--- config.mk ---
export PLATFORM = sky130hd
export DESIGN_NAME = reg_bank_flat
export DESIGN_NICKNAME = d
export VERILOG_FILES = /design/src/rtl/reg_bank_pkg.sv /design/src/rtl/reg_bank_if.sv /design/src/rtl/reg_word.sv /design/src/rtl/reg_bank.sv /design/src/flat_wrapper.sv
export SDC_FILE = /design/constraint.sdc
export NUM_CORES = 1
export LEC_CHECK = 0
export CORE_ASPECT_RATIO = 1.5
export CORE_MARGIN = 4
export CORE_UTILIZATION = 55
export DETAILED_ROUTE_END_ITERATION = 8
export DONT_BUFFER_PORTS = 1
export PLACE_DENSITY = 0.66
export SYNTH_ARGS = -nofsm -noshare
export SYNTH_HDL_FRONTEND = slang
export SYNTH_SLANG_ARGS = --single-unit
--- constraint.sdc ---
create_clock -name clk -period 3.06 [get_ports clk]
set_clock_uncertainty 0.15 [all_clocks]
set_input_delay 0.459 -clock clk [delete_from_list [all_inputs] [get_ports clk]]
set_output_delay 0.459 -clock clk [all_outputs]
set_load 0.005 [all_outputs]
--- src/rtl/reg_bank_pkg.sv ---
// reg_bank_pkg: shared defaults, write-source encoding and priority select for reg_bank
package reg_bank_pkg;
  localparam int WIDTH_DEF = 8;
  localparam int DEPTH_DEF = 32;
  typedef enum logic [1:0] {SRC_NONE, SRC_LD, SRC_C, SRC_F} src_e;
  function automatic src_e pick_src(input logic ld, input logic c, input logic f);
    return ld ? SRC_LD : c ? SRC_C : f ? SRC_F : SRC_NONE;
  endfunction
endpackage

--- src/rtl/reg_bank_if.sv ---
// reg_bank_if: register-bank bus (read ports A/B, three write sources, status, flattened array)
// master drives addresses/requests/clr_err; slave returns a_out/b_out/data/wb_busy/bus_err
interface reg_bank_if #(parameter int WIDTH = 8, parameter int DEPTH = 32);
  localparam int AW = $clog2(DEPTH);
  logic [AW-1:0] ra_sel, rb_sel, wr_sel;
  logic ld_en, c_en, f_en, clr_err;
  logic [WIDTH-1:0] ld_data, c_data, f_data, a_out, b_out;
  logic [WIDTH*DEPTH-1:0] data;
  logic wb_busy, bus_err;
  modport master (
    output ra_sel, rb_sel, wr_sel, ld_en, c_en, f_en, clr_err, ld_data, c_data, f_data,
    input a_out, b_out, data, wb_busy, bus_err
  );
  modport slave (
    input ra_sel, rb_sel, wr_sel, ld_en, c_en, f_en, clr_err, ld_data, c_data, f_data,
    output a_out, b_out, data, wb_busy, bus_err
  );
endinterface

--- src/rtl/reg_word.sv ---
// reg_word: WIDTH-bit storage word with synchronous active-high reset and write enable
// ports: clk, rst, we_i (write strobe), d_i (write data), q_o (stored word)
module reg_word #(parameter int WIDTH = 8) (
  input  logic             clk,
  input  logic             rst,
  input  logic             we_i,
  input  logic [WIDTH-1:0] d_i,
  output logic [WIDTH-1:0] q_o
);
  always_ff @(posedge clk)
    if (rst) q_o <= '0;
    else if (we_i) q_o <= d_i;
endmodule

--- src/rtl/reg_bank.sv ---
// reg_bank: WIDTH x DEPTH register bank, two async read ports, prioritised pipelined write port
// ports: clk, rst (sync, active-high), bus (reg_bank_if.slave: addresses, ld/c/f sources,
// clr_err in; a_out, b_out, data, wb_busy, bus_err out)
// REG_BANK_BYPASS_EN: when defined, read ports forward the pending write-back data
module reg_bank import reg_bank_pkg::*; #(
  parameter int WIDTH = WIDTH_DEF,
  parameter int DEPTH = DEPTH_DEF
) (
  input logic       clk,
  input logic       rst,
  reg_bank_if.slave bus
);
  localparam int AW = $clog2(DEPTH);
  src_e src;
  logic multi;
  logic wb_valid_q, wb_valid_d, bus_err_q, bus_err_d;
  logic [AW-1:0] wb_addr_q, wb_addr_d;
  logic [WIDTH-1:0] wb_data_q, wb_data_d;
  logic [WIDTH-1:0] mem [DEPTH];
  always_comb begin
    src = pick_src(bus.ld_en, bus.c_en, bus.f_en);
    multi = (bus.ld_en & bus.c_en) | (bus.ld_en & bus.f_en) | (bus.c_en & bus.f_en);
    wb_valid_d = src != SRC_NONE;
    wb_addr_d = wb_valid_d ? bus.wr_sel : wb_addr_q;
    wb_data_d = src == SRC_LD ? bus.ld_data : src == SRC_C ? bus.c_data :
                src == SRC_F ? bus.f_data : wb_data_q;
    // a new conflict outranks a simultaneous clear
    bus_err_d = multi | (bus_err_q & ~bus.clr_err);
  end
  always_ff @(posedge clk)
    if (rst) begin
      wb_valid_q <= 1'b0;
      wb_addr_q <= '0;
      wb_data_q <= '0;
      bus_err_q <= 1'b0;
    end else begin
      wb_valid_q <= wb_valid_d;
      wb_addr_q <= wb_addr_d;
      wb_data_q <= wb_data_d;
      bus_err_q <= bus_err_d;
    end
  for (genvar i = 0; i < DEPTH; i++) begin : g_word
    reg_word #(.WIDTH(WIDTH)) u_word (
      .clk  (clk),
      .rst  (rst),
      .we_i (wb_valid_q && wb_addr_q == AW'(i)),
      .d_i  (wb_data_q),
      .q_o  (mem[i])
    );
    assign bus.data[WIDTH*i +: WIDTH] = mem[i];
  end
`ifdef REG_BANK_BYPASS_EN
  assign bus.a_out = (wb_valid_q && wb_addr_q == bus.ra_sel) ? wb_data_q : mem[bus.ra_sel];
  assign bus.b_out = (wb_valid_q && wb_addr_q == bus.rb_sel) ? wb_data_q : mem[bus.rb_sel];
`else
  assign bus.a_out = mem[bus.ra_sel];
  assign bus.b_out = mem[bus.rb_sel];
`endif
  assign bus.wb_busy = wb_valid_q;
  assign bus.bus_err = bus_err_q;
endmodule

--- src/flat_wrapper.sv ---
// flat-port wrapper written by rule: the top's interface ports become plain ports
module reg_bank_flat import reg_bank_pkg::*;
#(
  parameter int WIDTH = WIDTH_DEF,
  parameter int DEPTH = DEPTH_DEF
)
  (clk, rst, bus_ra_sel, bus_rb_sel, bus_wr_sel, bus_ld_en, bus_c_en, bus_f_en, bus_clr_err, bus_ld_data, bus_c_data, bus_f_data, bus_a_out, bus_b_out, bus_data, bus_wb_busy, bus_bus_err);
  reg_bank_if #(.WIDTH(WIDTH), .DEPTH(DEPTH)) bus_i ();
  input logic clk;
  input logic rst;
  input wire logic [$bits(bus_i.ra_sel)-1:0] bus_ra_sel;
  input wire logic [$bits(bus_i.rb_sel)-1:0] bus_rb_sel;
  input wire logic [$bits(bus_i.wr_sel)-1:0] bus_wr_sel;
  input wire logic [$bits(bus_i.ld_en)-1:0] bus_ld_en;
  input wire logic [$bits(bus_i.c_en)-1:0] bus_c_en;
  input wire logic [$bits(bus_i.f_en)-1:0] bus_f_en;
  input wire logic [$bits(bus_i.clr_err)-1:0] bus_clr_err;
  input wire logic [$bits(bus_i.ld_data)-1:0] bus_ld_data;
  input wire logic [$bits(bus_i.c_data)-1:0] bus_c_data;
  input wire logic [$bits(bus_i.f_data)-1:0] bus_f_data;
  output wire logic [$bits(bus_i.a_out)-1:0] bus_a_out;
  output wire logic [$bits(bus_i.b_out)-1:0] bus_b_out;
  output wire logic [$bits(bus_i.data)-1:0] bus_data;
  output wire logic [$bits(bus_i.wb_busy)-1:0] bus_wb_busy;
  output wire logic [$bits(bus_i.bus_err)-1:0] bus_bus_err;
  assign bus_i.ra_sel = bus_ra_sel;
  assign bus_i.rb_sel = bus_rb_sel;
  assign bus_i.wr_sel = bus_wr_sel;
  assign bus_i.ld_en = bus_ld_en;
  assign bus_i.c_en = bus_c_en;
  assign bus_i.f_en = bus_f_en;
  assign bus_i.clr_err = bus_clr_err;
  assign bus_i.ld_data = bus_ld_data;
  assign bus_i.c_data = bus_c_data;
  assign bus_i.f_data = bus_f_data;
  assign bus_a_out = bus_i.a_out;
  assign bus_b_out = bus_i.b_out;
  assign bus_data = bus_i.data;
  assign bus_wb_busy = bus_i.wb_busy;
  assign bus_bus_err = bus_i.bus_err;
  reg_bank #(.WIDTH(WIDTH), .DEPTH(DEPTH)) u_core (.clk(clk), .rst(rst), .bus(bus_i));
endmodule
* Word-level counts from Yosys, hierarchy flattened *
Cells that the tools add are included.

operators by class
  reductions and logical operators = 35
  order comparisons = 2
  muxes and demuxes = 12
  bitwise gates (word level) = 10
  eq/ne operators = 34

operator list
  operator                                                                number
  8-bit binary-select mux with 5-bit select                               2
  5-bit equality test (second input constant)                             16
  8-bit two-way mux                                                       7
  5-bit by 4-bit equality test with 1-bit output (second input constant)  8
  1-bit logical AND                                                       32
  5-bit by 3-bit equality test with 1-bit output (second input constant)  4
  6-bit greater-or-equal comparator (second input constant)               2
  5-bit inverter with 6-bit output                                        2
  5-bit by 2-bit equality test with 1-bit output (second input constant)  2
  2-bit two-way mux                                                       3
  5-bit by 1-bit equality test with 1-bit output (second input constant)  1
  5-bit zero test                                                         1
  1-bit bitwise AND                                                       4
  2-bit equality test (second input constant)                             2
  1-bit OR                                                                3
  3-bit nonzero test                                                      1
  2-bit by 1-bit equality test with 1-bit output (second input constant)  1
  2-bit nonzero test                                                      1
  1-bit inverter                                                          1

storage, ports and cells
  flip-flop bits (word level) = 271
  output and inout port bits = 274
  input bits = 45

* Longest topological paths before layout *
  word-level depth = 7
  gate-level depth with buffers = 6

* Modules after synthesis *
A second synthesis with hierarchy kept.

unflattened totals
  cells, all modules = 1,180
  area, all modules = 14,024.7 µm²

by module, submodules not included
  module    area each (µm²)  cells an instance  instances
  reg_word  285.3            26                 32
  reg_bank  4,895.9          348                1

* Worst setup path after synthesis *
Ideal clock, no wire load.

  path kind = input port to output port
  from = input bus_rb_sel[2]
  to = output bus_b_out[0]
  slack = 270 ps
  stages = 5
  arrival = 2,181 ps
  path through = clkbuf_1 > buf_1 > mux4_2 > mux4_2 > mux2_2

between the ends
  word-level cells in the longest chain between the ends = 4

ends and longest elaborated chain
  element                                                 line                RTL
  start: declaration                                      flat_wrapper.sv:12  input wire logic [$bits(bus_i.rb_sel)-1:0] bus_rb_sel;
  5-bit inverter with 6-bit output (not written as such)  reg_bank.sv:57      assign bus.b_out = mem[bus.rb_sel];
  8-bit binary-select mux with 5-bit select               reg_bank.sv:57
  8-bit two-way mux (not written as such) (2 in series)   reg_bank.sv:57
  end: declaration                                        flat_wrapper.sv:22  output wire logic [$bits(bus_i.b_out)-1:0] bus_b_out;

Every way passes these cells. The select of a mux whose other input is x is not followed.

* Final worst setup path *
  from = register u_core.g_word[22].u_word.q_o[6]
  to = output bus_a_out[6]

between the ends
  word-level cells in the longest chain between the ends = 3

ends and longest elaborated chain
  element                                                line                RTL
  start: declaration                                     reg_word.sv:8       output logic [WIDTH-1:0] q_o
  start signal: assignment                               reg_word.sv:12      else if (we_i) q_o <= d_i;
  8-bit binary-select mux with 5-bit select              reg_bank.sv:56      assign bus.a_out = mem[bus.ra_sel];
  8-bit two-way mux (not written as such) (2 in series)  reg_bank.sv:56
  end: declaration                                       flat_wrapper.sv:21  output wire logic [$bits(bus_i.a_out)-1:0] bus_a_out;

Every way passes these cells. The select of a mux whose other input is x is not followed.

==> impl_metrics.env <==
export IMPL_fin_nets=1547
export IMPL_antenna_found_initial=2
export IMPL_antenna_left=0
export IMPL_yosys_top_cells_area="dfxtp_1 37%, mux4_2 24%, a21oi_1 9.3%"
export IMPL_max_slew_worst_pin_slew_ns=1.04
export IMPL_viasPerCell=7.83
export IMPL_synthToLayoutAreaGrowth_pct=15.4
export IMPL_place_ws_ns=0.551
export IMPL_multi_input_area_mm2=0.00829
export IMPL_hold_path_depth=2
export IMPL_syn_inst=1521
export IMPL_num_rows=72
export IMPL_tns_ns=0
export IMPL_synth_cell_types=32
export IMPL_maxCapViolations=0
export IMPL_yosysSeqAreaShare_pct=37.4
export IMPL_p_leak_uw=0.00559
export IMPL_cts_sinks=271
export IMPL_critPathMaxFanout=4
export IMPL_worstSkewPairLatency_ns=0.56
export IMPL_synth_common_cells="271 x dfxtp_1, 270 x a21oi_1, 256 x nand3_1, 256 x o21ai_0, 181 x clkbuf_1"
export IMPL_status="complete, no violations"
export IMPL_first_pass_iters=6
export IMPL_drt_iter0_markers=2569
export IMPL_synth_top_area_share_pct=37.4
export IMPL_crit_type="reg -> out"
export IMPL_cts_root_buf="clkbuf_16"
export IMPL_hp_class="in -> reg"
export IMPL_portBuffers=0
export IMPL_grt_pass1_wl_mm=95.4
export IMPL_synthFlopType="dfxtp_1"
export IMPL_post_route_util_pct=64.6
export IMPL_synth_edff_count=0
export IMPL_totalWireLength_mm=65.3
export IMPL_grt_start_max_net_pins=141
export IMPL_core_area_mm2=0.0259
export IMPL_cp_end_kind="output port"
export IMPL_slew_violations=0
export IMPL_cts_resized_gates=0
export IMPL_n_fill_cell=2095
export IMPL_required_ns=2.45
export IMPL_syn_area_mm2=0.0145
export IMPL_gp_congestion=0.991
export IMPL_hold_buffers=132
export IMPL_fin_crit_ns=3.03
export IMPL_worstPathArrival_ns=2.42
export IMPL_synth_async_sr_flop_share_pct=0
export IMPL_first_global_vias=13500
export IMPL_post_cts_buffers=0
export IMPL_cts_buffer_depth=3
export IMPL_seqCellArea_mm2=0.00543
export IMPL_yosysWarningCount=0
export IMPL_die_y_um=207
export IMPL_hold_viol=0
export IMPL_pwr_density_cell_mw_per_mm2=461
export IMPL_grt_overflow_total=0
export IMPL_slew_headroom_pct=30.7
export IMPL_die_area_mm2=0.0291
export IMPL_setup_viol=0
export IMPL_fmax_mhz=331
export IMPL_synth_seq_cells=271
export IMPL_crit_path_start_kind="register"
export IMPL_vias=14500
export IMPL_start_util_pct=56.0
export IMPL_irDropWorstVdd_mv=0.456
export IMPL_place_hpwl_mm=41.9
export IMPL_setup_ws_ns=0.0347
export IMPL_grt_usage_pct=43.3
export IMPL_num_io_pins=319
export IMPL_drc=0
export IMPL_clk_pin_slew_ns=0.07
export IMPL_wire_per_inst_um=35.2
export IMPL_cts_buffers=28
export IMPL_htree_levels=1
export IMPL_tritoncts="done"
export IMPL_fp_dieW_um=141
export IMPL_layout_drive_gt1_share_pct=18.4
export IMPL_finalCritPeriodShare_pct=98.9
export IMPL_rsz0062_at_grt="false"
export IMPL_syn_nets=1566
export IMPL_r2r_cells=5
export IMPL_avgSynthCellArea_um2=9.55
export IMPL_yosysMostFrequentCell="dfxtp_1"
export IMPL_yosysTopAreaCell="dfxtp_1"
-- cell usage in the layout (no fill, tap or decap), drive strengths merged, types with 3 or more instances in the layout --
| master | instances |
|---|---|
| o211ai | 8 |
| clkinv | 8 |
| mux4 | 160 |
| nand4b | 3 |
| clkbuf | 38 |
| buf | 40 |
| dlygate4sd3 | 131 |
| nor4bb | 3 |
| diode | 3 |
| nor2 | 3 |
| nand2 | 19 |
| nand3 | 256 |
| mux2 | 24 |
| and4b | 3 |
| a21oi | 270 |
| dfxtp | 271 |
| o21ai | 256 |
| nand2b | 10 |
-- flip-flops by register name, indices dropped and copies added (netlist names) --
register,cells
u_core.bus.bus_err,1
u_core.bus.wb_busy,1
u_core.wb_addr_q,5
u_core.wb_data_q,8
u_core.g_word.u_word.q_o,256
-- per-stage QoR --
| stage | std cells | total power (uW) | hold slack [ns] | area [um2] |
|---|---|---|---|---|
| after floorplan | 1521 | 4180 | 0.327 | 14500 |
| after CTS | 1853 | 7670 | 0.255 | 16800 |
| final | 1856 | 7730 | 0.260 | 16800 |
| after detailed placement | 1673 | 4240 | 0.288 | 14500 |
| after global routing | 1853 | 7850 | 0.293 | 16800 |
| after global placement | 1673 | 4240 | 0.285 | 14500 |
-- where the power goes --
group | leakage (uW) | internal, uW | total (uW) | switching [uW]
clock network | 0.000454 | 1950 | 3470 | 1520
logic | 0.00295 | 229 | 651 | 422
registers | 0.00219 | 3560 | 3610 | 52.3
total | 0.00559 | 5730 | 7730 | 1990
-- cells by family after synthesis --
| kind of cell | Yosys count | share of synthesized area, % |
|---|---|---|
| compound gates | 534 | 18.5 |
| fa+ha+maj | 1 | 0.0689 |
| buf+inv | 221 | 6.14 |
| flops | 271 | 37.4 |
| mux | 184 | 26.8 |
| simple gates | 310 | 11.1 |
-- metal layers --
metal | up-vias | GRT usage, % | share of wire (%)
met5 | - | 0 | 0.043
met4 | 4 | 26.1 | 8.0
met1 | 6998 | 50.8 | 30
li1 | 5717 | - | -
met3 | 327 | 21.1 | 18
met2 | 1486 | 63.8 | 44
-- critical path, cell delays in order, from the launching register on --
cell	delay [ns]
dfxtp_1	0.39
mux4_2	0.58
mux4_2	0.57
mux2_2	0.32
-- layout make-up --
cell class,count,share of cell area (%)
Antenna cell,3,0.0448
Clock buffer,38,4.89
Tap cell,333,2.49
Multi-Input combinational cell,1029,49.4
Sequential cell,271,32.4
Clock inverter,10,0.493
Timing Repair Buffer,171,10.3
Inverter,1,0.0224
-- final timing paths --
kind                                                startpoint  slack (ns)                                           to
setup / recovery  u_core.g_word[22].u_word.q_o[6]$_SDFFE_PP0P_        0.03                                 bus_a_out[6]
hold / removal                                             rst        0.26  u_core.g_word[4].u_word.q_o[7]$_SDFFE_PP0P_
setup reg to reg                 u_core.bus.wb_busy$_SDFF_PP0_        0.28  u_core.g_word[0].u_word.q_o[7]$_SDFFE_PP0P_
hold reg to reg    u_core.g_word[9].u_word.q_o[2]$_SDFFE_PP0P_        0.39  u_core.g_word[9].u_word.q_o[2]$_SDFFE_PP0P_
(Power assumes the default switching activity.)
